File: src/rtl/obstacle_scroller.sv
// Obstacle field generator: two mountains and a lava blob scrolled left once per
// frame_tick while running, respawning at the right edge with LFSR-derived heights.
module obstacle_scroller #(
  parameter int          SCREEN_W     = 160,
  parameter int          SCREEN_H     = 120,
  parameter int          SPEED        = 1,
  parameter int          LAVA_DROP    = 2,
  parameter int          MTN_Y_BASE   = 40,
  parameter int          M1_START_X   = 159,
  parameter int          M2_START_X   = 80,
  parameter int          LAVA_START_X = 120,
  parameter logic [7:0]  LFSR_SEED    = 8'hA5
) (
  input  logic       clk,
  input  logic       reset,
  input  logic       start,
  input  logic       frame_tick,
  input  logic       game_over,
  output logic [9:0] mountain1_x_pos,
  output logic [9:0] mountain1_y_pos,
  output logic [9:0] mountain2_x_pos,
  output logic [9:0] mountain2_y_pos,
  output logic [9:0] lava_x_pos,
  output logic [9:0] lava_y_pos,
  output logic [7:0] score,
  output logic       running,
  output logic       update_pulse
);

  typedef enum logic [1:0] {IDLE, RUN, FREEZE} state_t;

  localparam logic signed [10:0] SPEED_S   = 11'(SPEED);
  localparam logic [9:0]         RESPAWN_X = 10'(SCREEN_W - 1);
  localparam logic [10:0]        LAVA_MAX  = 11'(SCREEN_H - 1);
  localparam logic [10:0]        DROP_W    = 11'(LAVA_DROP);
  localparam logic [10:0]        Y_BASE_W  = 11'(MTN_Y_BASE);
  localparam logic [9:0]         Y_BASE    = 10'(MTN_Y_BASE);
  localparam logic [9:0]         M1_X0     = 10'(M1_START_X);
  localparam logic [9:0]         M2_X0     = 10'(M2_START_X);
  localparam logic [9:0]         LAVA_X0   = 10'(LAVA_START_X);

  state_t state, state_next;
  logic [7:0] lfsr;
  logic       lfsr_fb;
  logic       do_update, do_reload;

  logic signed [10:0] m1_diff, m2_diff, lava_diff;
  logic               m1_wrap, m2_wrap, lava_wrap;
  logic [10:0]        m1_y_resp, m2_y_resp, lava_y_sum;
  logic [9:0]         m1_x_step, m1_y_step, m2_x_step, m2_y_step;
  logic [9:0]         lava_x_step, lava_y_step;
  logic [7:0]         score_step;

  function automatic logic [7:0] sat_add(input logic [7:0] a, input logic [1:0] inc);
    logic [8:0] sum;
    sum = {1'b0, a} + {7'b0, inc};
    return sum[8] ? 8'hFF : sum[7:0];
  endfunction

  function automatic logic [1:0] count2(input logic a, input logic b);
    return {1'b0, a} + {1'b0, b};
  endfunction

  assign lfsr_fb = lfsr[7] ^ lfsr[5] ^ lfsr[4] ^ lfsr[3];

  always_comb begin
    state_next = state;
    do_update  = 1'b0;
    do_reload  = 1'b0;
    case (state)
      IDLE: if (start) begin
        state_next = RUN;
        do_reload  = 1'b1;
      end
      RUN: begin
        // A crash in the same cycle as a frame tick suppresses the update.
        if (game_over)       state_next = FREEZE;
        else if (frame_tick) do_update  = 1'b1;
      end
      FREEZE: if (start) begin
        state_next = RUN;
        do_reload  = 1'b1;
      end
      default: state_next = IDLE;
    endcase
  end

  always_comb begin
    m1_diff   = $signed({1'b0, mountain1_x_pos}) - SPEED_S;
    m2_diff   = $signed({1'b0, mountain2_x_pos}) - SPEED_S;
    lava_diff = $signed({1'b0, lava_x_pos}) - SPEED_S;
    m1_wrap   = (m1_diff < 0);
    m2_wrap   = (m2_diff < 0);
    lava_wrap = (lava_diff < 0);

    m1_y_resp  = Y_BASE_W + {6'b0, lfsr[4:0]};
    m2_y_resp  = Y_BASE_W + {6'b0, lfsr[7:3]};
    lava_y_sum = {1'b0, lava_y_pos} + DROP_W;

    m1_x_step = m1_wrap ? RESPAWN_X : m1_diff[9:0];
    m1_y_step = m1_wrap ? m1_y_resp[9:0] : mountain1_y_pos;
    m2_x_step = m2_wrap ? RESPAWN_X : m2_diff[9:0];
    m2_y_step = m2_wrap ? m2_y_resp[9:0] : mountain2_y_pos;

    lava_x_step = lava_wrap ? RESPAWN_X : lava_diff[9:0];
    if (lava_wrap || (lava_y_sum > LAVA_MAX)) lava_y_step = 10'd0;
    else                                      lava_y_step = lava_y_sum[9:0];

    score_step = sat_add(score, count2(m1_wrap, m2_wrap));
  end

  always_ff @(posedge clk or posedge reset) begin
    if (reset) begin
      state           <= IDLE;
      lfsr            <= LFSR_SEED;
      running         <= 1'b0;
      update_pulse    <= 1'b0;
      mountain1_x_pos <= M1_X0;
      mountain1_y_pos <= Y_BASE;
      mountain2_x_pos <= M2_X0;
      mountain2_y_pos <= Y_BASE;
      lava_x_pos      <= LAVA_X0;
      lava_y_pos      <= 10'd0;
      score           <= 8'd0;
    end else begin
      state        <= state_next;
      lfsr         <= {lfsr[6:0], lfsr_fb};
      running      <= (state_next == RUN);
      update_pulse <= do_update;
      if (do_reload) begin
        mountain1_x_pos <= M1_X0;
        mountain1_y_pos <= Y_BASE;
        mountain2_x_pos <= M2_X0;
        mountain2_y_pos <= Y_BASE;
        lava_x_pos      <= LAVA_X0;
        lava_y_pos      <= 10'd0;
        score           <= 8'd0;
      end else if (do_update) begin
        mountain1_x_pos <= m1_x_step;
        mountain1_y_pos <= m1_y_step;
        mountain2_x_pos <= m2_x_step;
        mountain2_y_pos <= m2_y_step;
        lava_x_pos      <= lava_x_step;
        lava_y_pos      <= lava_y_step;
        score           <= score_step;
      end
    end
  end

endmodule

File: config.mk
export PLATFORM = sky130hd
export DESIGN_NAME = obstacle_scroller
export DESIGN_NICKNAME = d
export VERILOG_FILES = /design/src/rtl/obstacle_scroller.sv
export SDC_FILE = /design/constraint.sdc
export NUM_CORES = 1
export LEC_CHECK = 0
export CORE_UTILIZATION = 53
export CTS_BUF_LIST = sky130_fd_sc_hd__clkbuf_2
export CTS_CLUSTER_DIAMETER = 60
export CTS_CLUSTER_SIZE = 25
export DETAILED_ROUTE_END_ITERATION = 12
export PLACE_DENSITY = 0.94
export SLEW_MARGIN = 40
export SYNTH_ARGS = -nofsm -noshare
export SYNTH_HDL_FRONTEND = slang
export SYNTH_SLANG_ARGS = --single-unit
export TNS_END_PERCENT = 30
File: constraint.sdc
create_clock -name clk -period 3.35 [get_ports clk]
set_clock_uncertainty 0.05 [all_clocks]
set_input_delay 0.5025 -clock clk [delete_from_list [all_inputs] [get_ports clk]]
set_output_delay 0.5025 -clock clk [all_outputs]
set_load 0.05 [all_outputs]
==> reports/qor.txt <==
Max H-tree Level: 3
most common flop cell mapped by yosys: sky130_fd_sc_hd__dfrtp_1
Post-Route Setup TNS: 0 ps
remaining number of nets flagged by the antenna check after routing: 0
smallest setup slack after layout: 225.9 ps
final number of setup-violating endpoints: 0
Die W: 83.91 um
input/output buffers: 67
height of the chip: 83.91 um
peak supply drop: 390.9 uV
initial core utilization: 55.37%
area of the core region: 6422 um2
post-synthesis sequential element count: 73
area delta synth->final: 25.65%
pins over their slew limit: 0
Crit Path Max Fanout: 6
GP Congestion: 0.9054
Worst setup SP type: register
total number of vias: 3001
headroom to the max-slew limit: 56.00%
leading cell type in the layout, fill and taps excluded: sky130_fd_sc_hd__clkdlybuf4s50_1
total standard cell area after synthesis: 3556 um2
number of enable flip-flop cells after synthesis: 0
violations in the final reports: DRC
Peak Freq: 320.1 MHz
clock latency at the later pin of the worst-skew pair: 530 ps
internal power of the cells: 1.445 mW
largest cells by area after synthesis: sky130_fd_sc_hd__dfrtp_1 (37%), sky130_fd_sc_hd__dfstp_2 (15%), sky130_fd_sc_hd__o21ai_0 (4.1%), sky130_fd_sc_hd__nand2_1 (3.8%), sky130_fd_sc_hd__nor2_1 (3.2%)
cell leakage power: 1.902 nW
total length of routed wires: 8.378 mm
CTS root buffer: sky130_fd_sc_hd__clkbuf_2
CTS tree: yes
initial DRC count: 364
Tightest Pin Transition: 656.0 ps
Via-to-Cell Ratio: 5.827
total track usage: 25.58%
total of max-cap violations: 0
switching power total: 0.7791 mW
Seq/Total Area, Yosys: 52.08%
ant diodes: 0
post-detail-place hpwl: 5.742 mm
Clk network pwr share: 28.7%
slowest cell delay on critical path: 500 ps
Seq pwr share: 45.9%
worst hold stages: 0
power density normalized to cell area: 497.8 nW/um2
total number of yosys warnings: 0
FF-to-FF Start: mountain2_x_pos[1]$_DFFE_PP0P_
Bufs on Longest Clock Path: 2
Routed WL per cell: 16.27 um
required time at the endpoint of the critical path: 3720 ps
unrepaired setup endpoints after global routing: no
cell at the slowest stage of the critical path: sky130_fd_sc_hd__dfrtp_1
remaining routing DRC violations: 12
status: complete, but fails checks
Yosys top cell area share: 37.30%
cts-stage hold buffer count: 0
Worst setup EP type: register
Cells after Synth: 360
Overflow after GRT: 0
vias in the first global route: 2895
switching portion of total power: 35.03%
worst-case setup slack after placement: 305.2 ps
logic gate share of total power: 25.3%
worst reg2reg path depth: 10
r2r endpoint: score[6]$_DFFE_PP0P_
cts bufs inserted: 9
most used cells in the layout excluding fill and tap cells: sky130_fd_sc_hd__clkdlybuf4s50_1 (67), sky130_fd_sc_hd__dfrtp_1 (53), sky130_fd_sc_hd__nand2_1 (36)
Crit path arrival time: 3500 ps
final hold violation count: 0
count of clock tree sinks: 73
initial antenna violation count: 0
shortest period the worst path allows: 3124 ps
share of layout cells above drive strength 1: 12.79%
library cell with the largest summed area after synthesis: sky130_fd_sc_hd__dfrtp_1
I/O pin count: 75
largest net degree at the start of global routing: 74
area enclosed by the die boundary: 7041 um2
clock transition at the registers of the reported paths: 200 ps
Synth Area per Inst: 9.878 um2
Min-Delay Endpoint: lfsr[2]$_DFF_PP1_
cells traversed along the worst timing path: inv_1 > ha_1 > or4b_1 > or3_1 > fa_1 > and3b_1 > nand3_1 > nor2_1 > and4b_1 > nor3_1
Hold Path Origin: lfsr[1]$_DFF_PP0_
post-CTS sizing: 0
number of post-CTS setup repair buffers: 0
worst hold path type: reg2reg
Pre-antenna DRT Iters: 10
share of flip-flops with an asynchronous set or reset: 100.0%
post-route fraction of the period consumed by the critical path: 93.26%
number of unique standard cell types used by synthesis: 60
slack of the worst reg-to-reg path: 230 ps
global-route wire length before repair: 14.07 mm
Setup Crit Path Kind: reg2reg
Layout Nets: 446
# rows: 29
==> power by group through the flow <==
stage	clock, mW	combinational, mW	sequential (mW)
5_1_grt	0.686	0.599	1.03
3_5_place_dp	0	0.558	1.03
6_report	0.639	0.563	1.02
2_1_floorplan	0	0.214	1.20
4_1_cts	0.642	0.563	1.02
3_3_place_gp	0	0.542	1.03
==> layout make-up <==
type	count	area [um2]
sequential	73	1852
timing repair buffer	77	749.5
inverter	16	60.06
multi-input combinational	256	1554
fill	462	1954
clock buffer	10	50.05
tap	77	96.34
clock inverter	6	106.4
==> per-layer routing <==
metal | wire, um | track usage, % | share of wire, % | vias to the layer above
li1 | - | - | - | 1421
met1 | 3595 | 34.66 | 43 | 1446
met2 | 4093 | 40.31 | 49 | 123
met3 | 586 | 6.133 | 7.0 | 11
met4 | 102 | 9.248 | 1.2 | 0
met5 | 0 | 0 | 0 | -
==> through the flow <==
step                      instances  util [%]  power (mW)  area, um2  hold slack, ps
after floorplan                 366         -       1.411       3578           304.4
after global placement          499     67.08       1.570       4308           309.1
after detailed placement        499     67.13       1.592       4312           320.9
after CTS                       515     69.57       2.225       4468           346.0
after global routing            515     69.57       2.317       4468           342.0
final                           515     69.57       2.224       4468           353.6
==> registers in the layout (all words and copies together) (netlist names) <==
name	flops
lava_y_pos	9
state	2
mountain1_x_pos	10
running	1
mountain2_x_pos	10
lfsr	8
mountain2_y_pos	7
score	8
update_pulse	1
mountain1_y_pos	7
lava_x_pos	10
==> worst max-delay path: cells and delay by family (launching register included) <==
family	cells	cell delay, ps
adders and majority gates	2	610
and+or+nand+nor	7	1750
buffers and inverters	1	110
DFF	1	500
==> synth_stat cells (2+ instances only) <==
cell type and number:
sky130_fd_sc_hd__dfrtp_1 53, sky130_fd_sc_hd__o21ai_0 29, sky130_fd_sc_hd__nand2b_1 6, sky130_fd_sc_hd__nor3_1 18, sky130_fd_sc_hd__or2_2 4, sky130_fd_sc_hd__ha_1 7, sky130_fd_sc_hd__xor2_1 7, sky130_fd_sc_hd__nor2b_1 2
sky130_fd_sc_hd__dfstp_2 20, sky130_fd_sc_hd__o2111ai_1 2, sky130_fd_sc_hd__buf_4 8, sky130_fd_sc_hd__mux2i_1 3, sky130_fd_sc_hd__nand4_1 4, sky130_fd_sc_hd__a21oi_1 16, sky130_fd_sc_hd__a211o_1 2, sky130_fd_sc_hd__a211oi_1 3
sky130_fd_sc_hd__nor4_1 4, sky130_fd_sc_hd__clkbuf_1 9, sky130_fd_sc_hd__nand2_1 36, sky130_fd_sc_hd__xnor2_1 5, sky130_fd_sc_hd__and2_1 3, sky130_fd_sc_hd__and3_1 7, sky130_fd_sc_hd__or3_1 4, sky130_fd_sc_hd__buf_2 3
sky130_fd_sc_hd__inv_1 15, sky130_fd_sc_hd__nor2_1 30, sky130_fd_sc_hd__a41oi_1 2, sky130_fd_sc_hd__nand4b_1 2, sky130_fd_sc_hd__or4_4 2, sky130_fd_sc_hd__nand3_1 17, sky130_fd_sc_hd__a31oi_1 6, sky130_fd_sc_hd__a32o_1 3
==> worst max path at each step <==
stage                                   start                   end  cells after the start
6_report       mountain2_x_pos[1]$_DFFE_PP0P_  score[6]$_DFFE_PP0P_                     10
5_1_grt        mountain1_x_pos[5]$_DFFE_PP0P_  score[6]$_DFFE_PP0P_                      9
4_1_cts        mountain2_x_pos[1]$_DFFE_PP0P_  score[6]$_DFFE_PP0P_                     10
3_5_place_dp   mountain2_x_pos[1]$_DFFE_PP0P_  score[6]$_DFFE_PP0P_                     10
3_3_place_gp   mountain2_x_pos[1]$_DFFE_PP0P_  score[6]$_DFFE_PP0P_                     10
2_1_floorplan  mountain2_x_pos[0]$_DFFE_PP0P_  score[6]$_DFFE_PP0P_                     11
==> cell families after synthesis <==
family / count (synthesis) / share of synthesized area, %
AO/OA/AOI/OAI: 80 / 14.89
XOR/XNOR: 12 / 2.956
adder cells (fa/ha/maj): 8 / 3.026
buffers and inverters: 37 / 4.855
flip-flops: 73 / 52.08
multiplexers: 3 / 0.8445
other: 1 / 0.1055
AND/OR/NAND/NOR: 146 / 21.25
No activity file was read; power rests on OpenSTA's default activity.
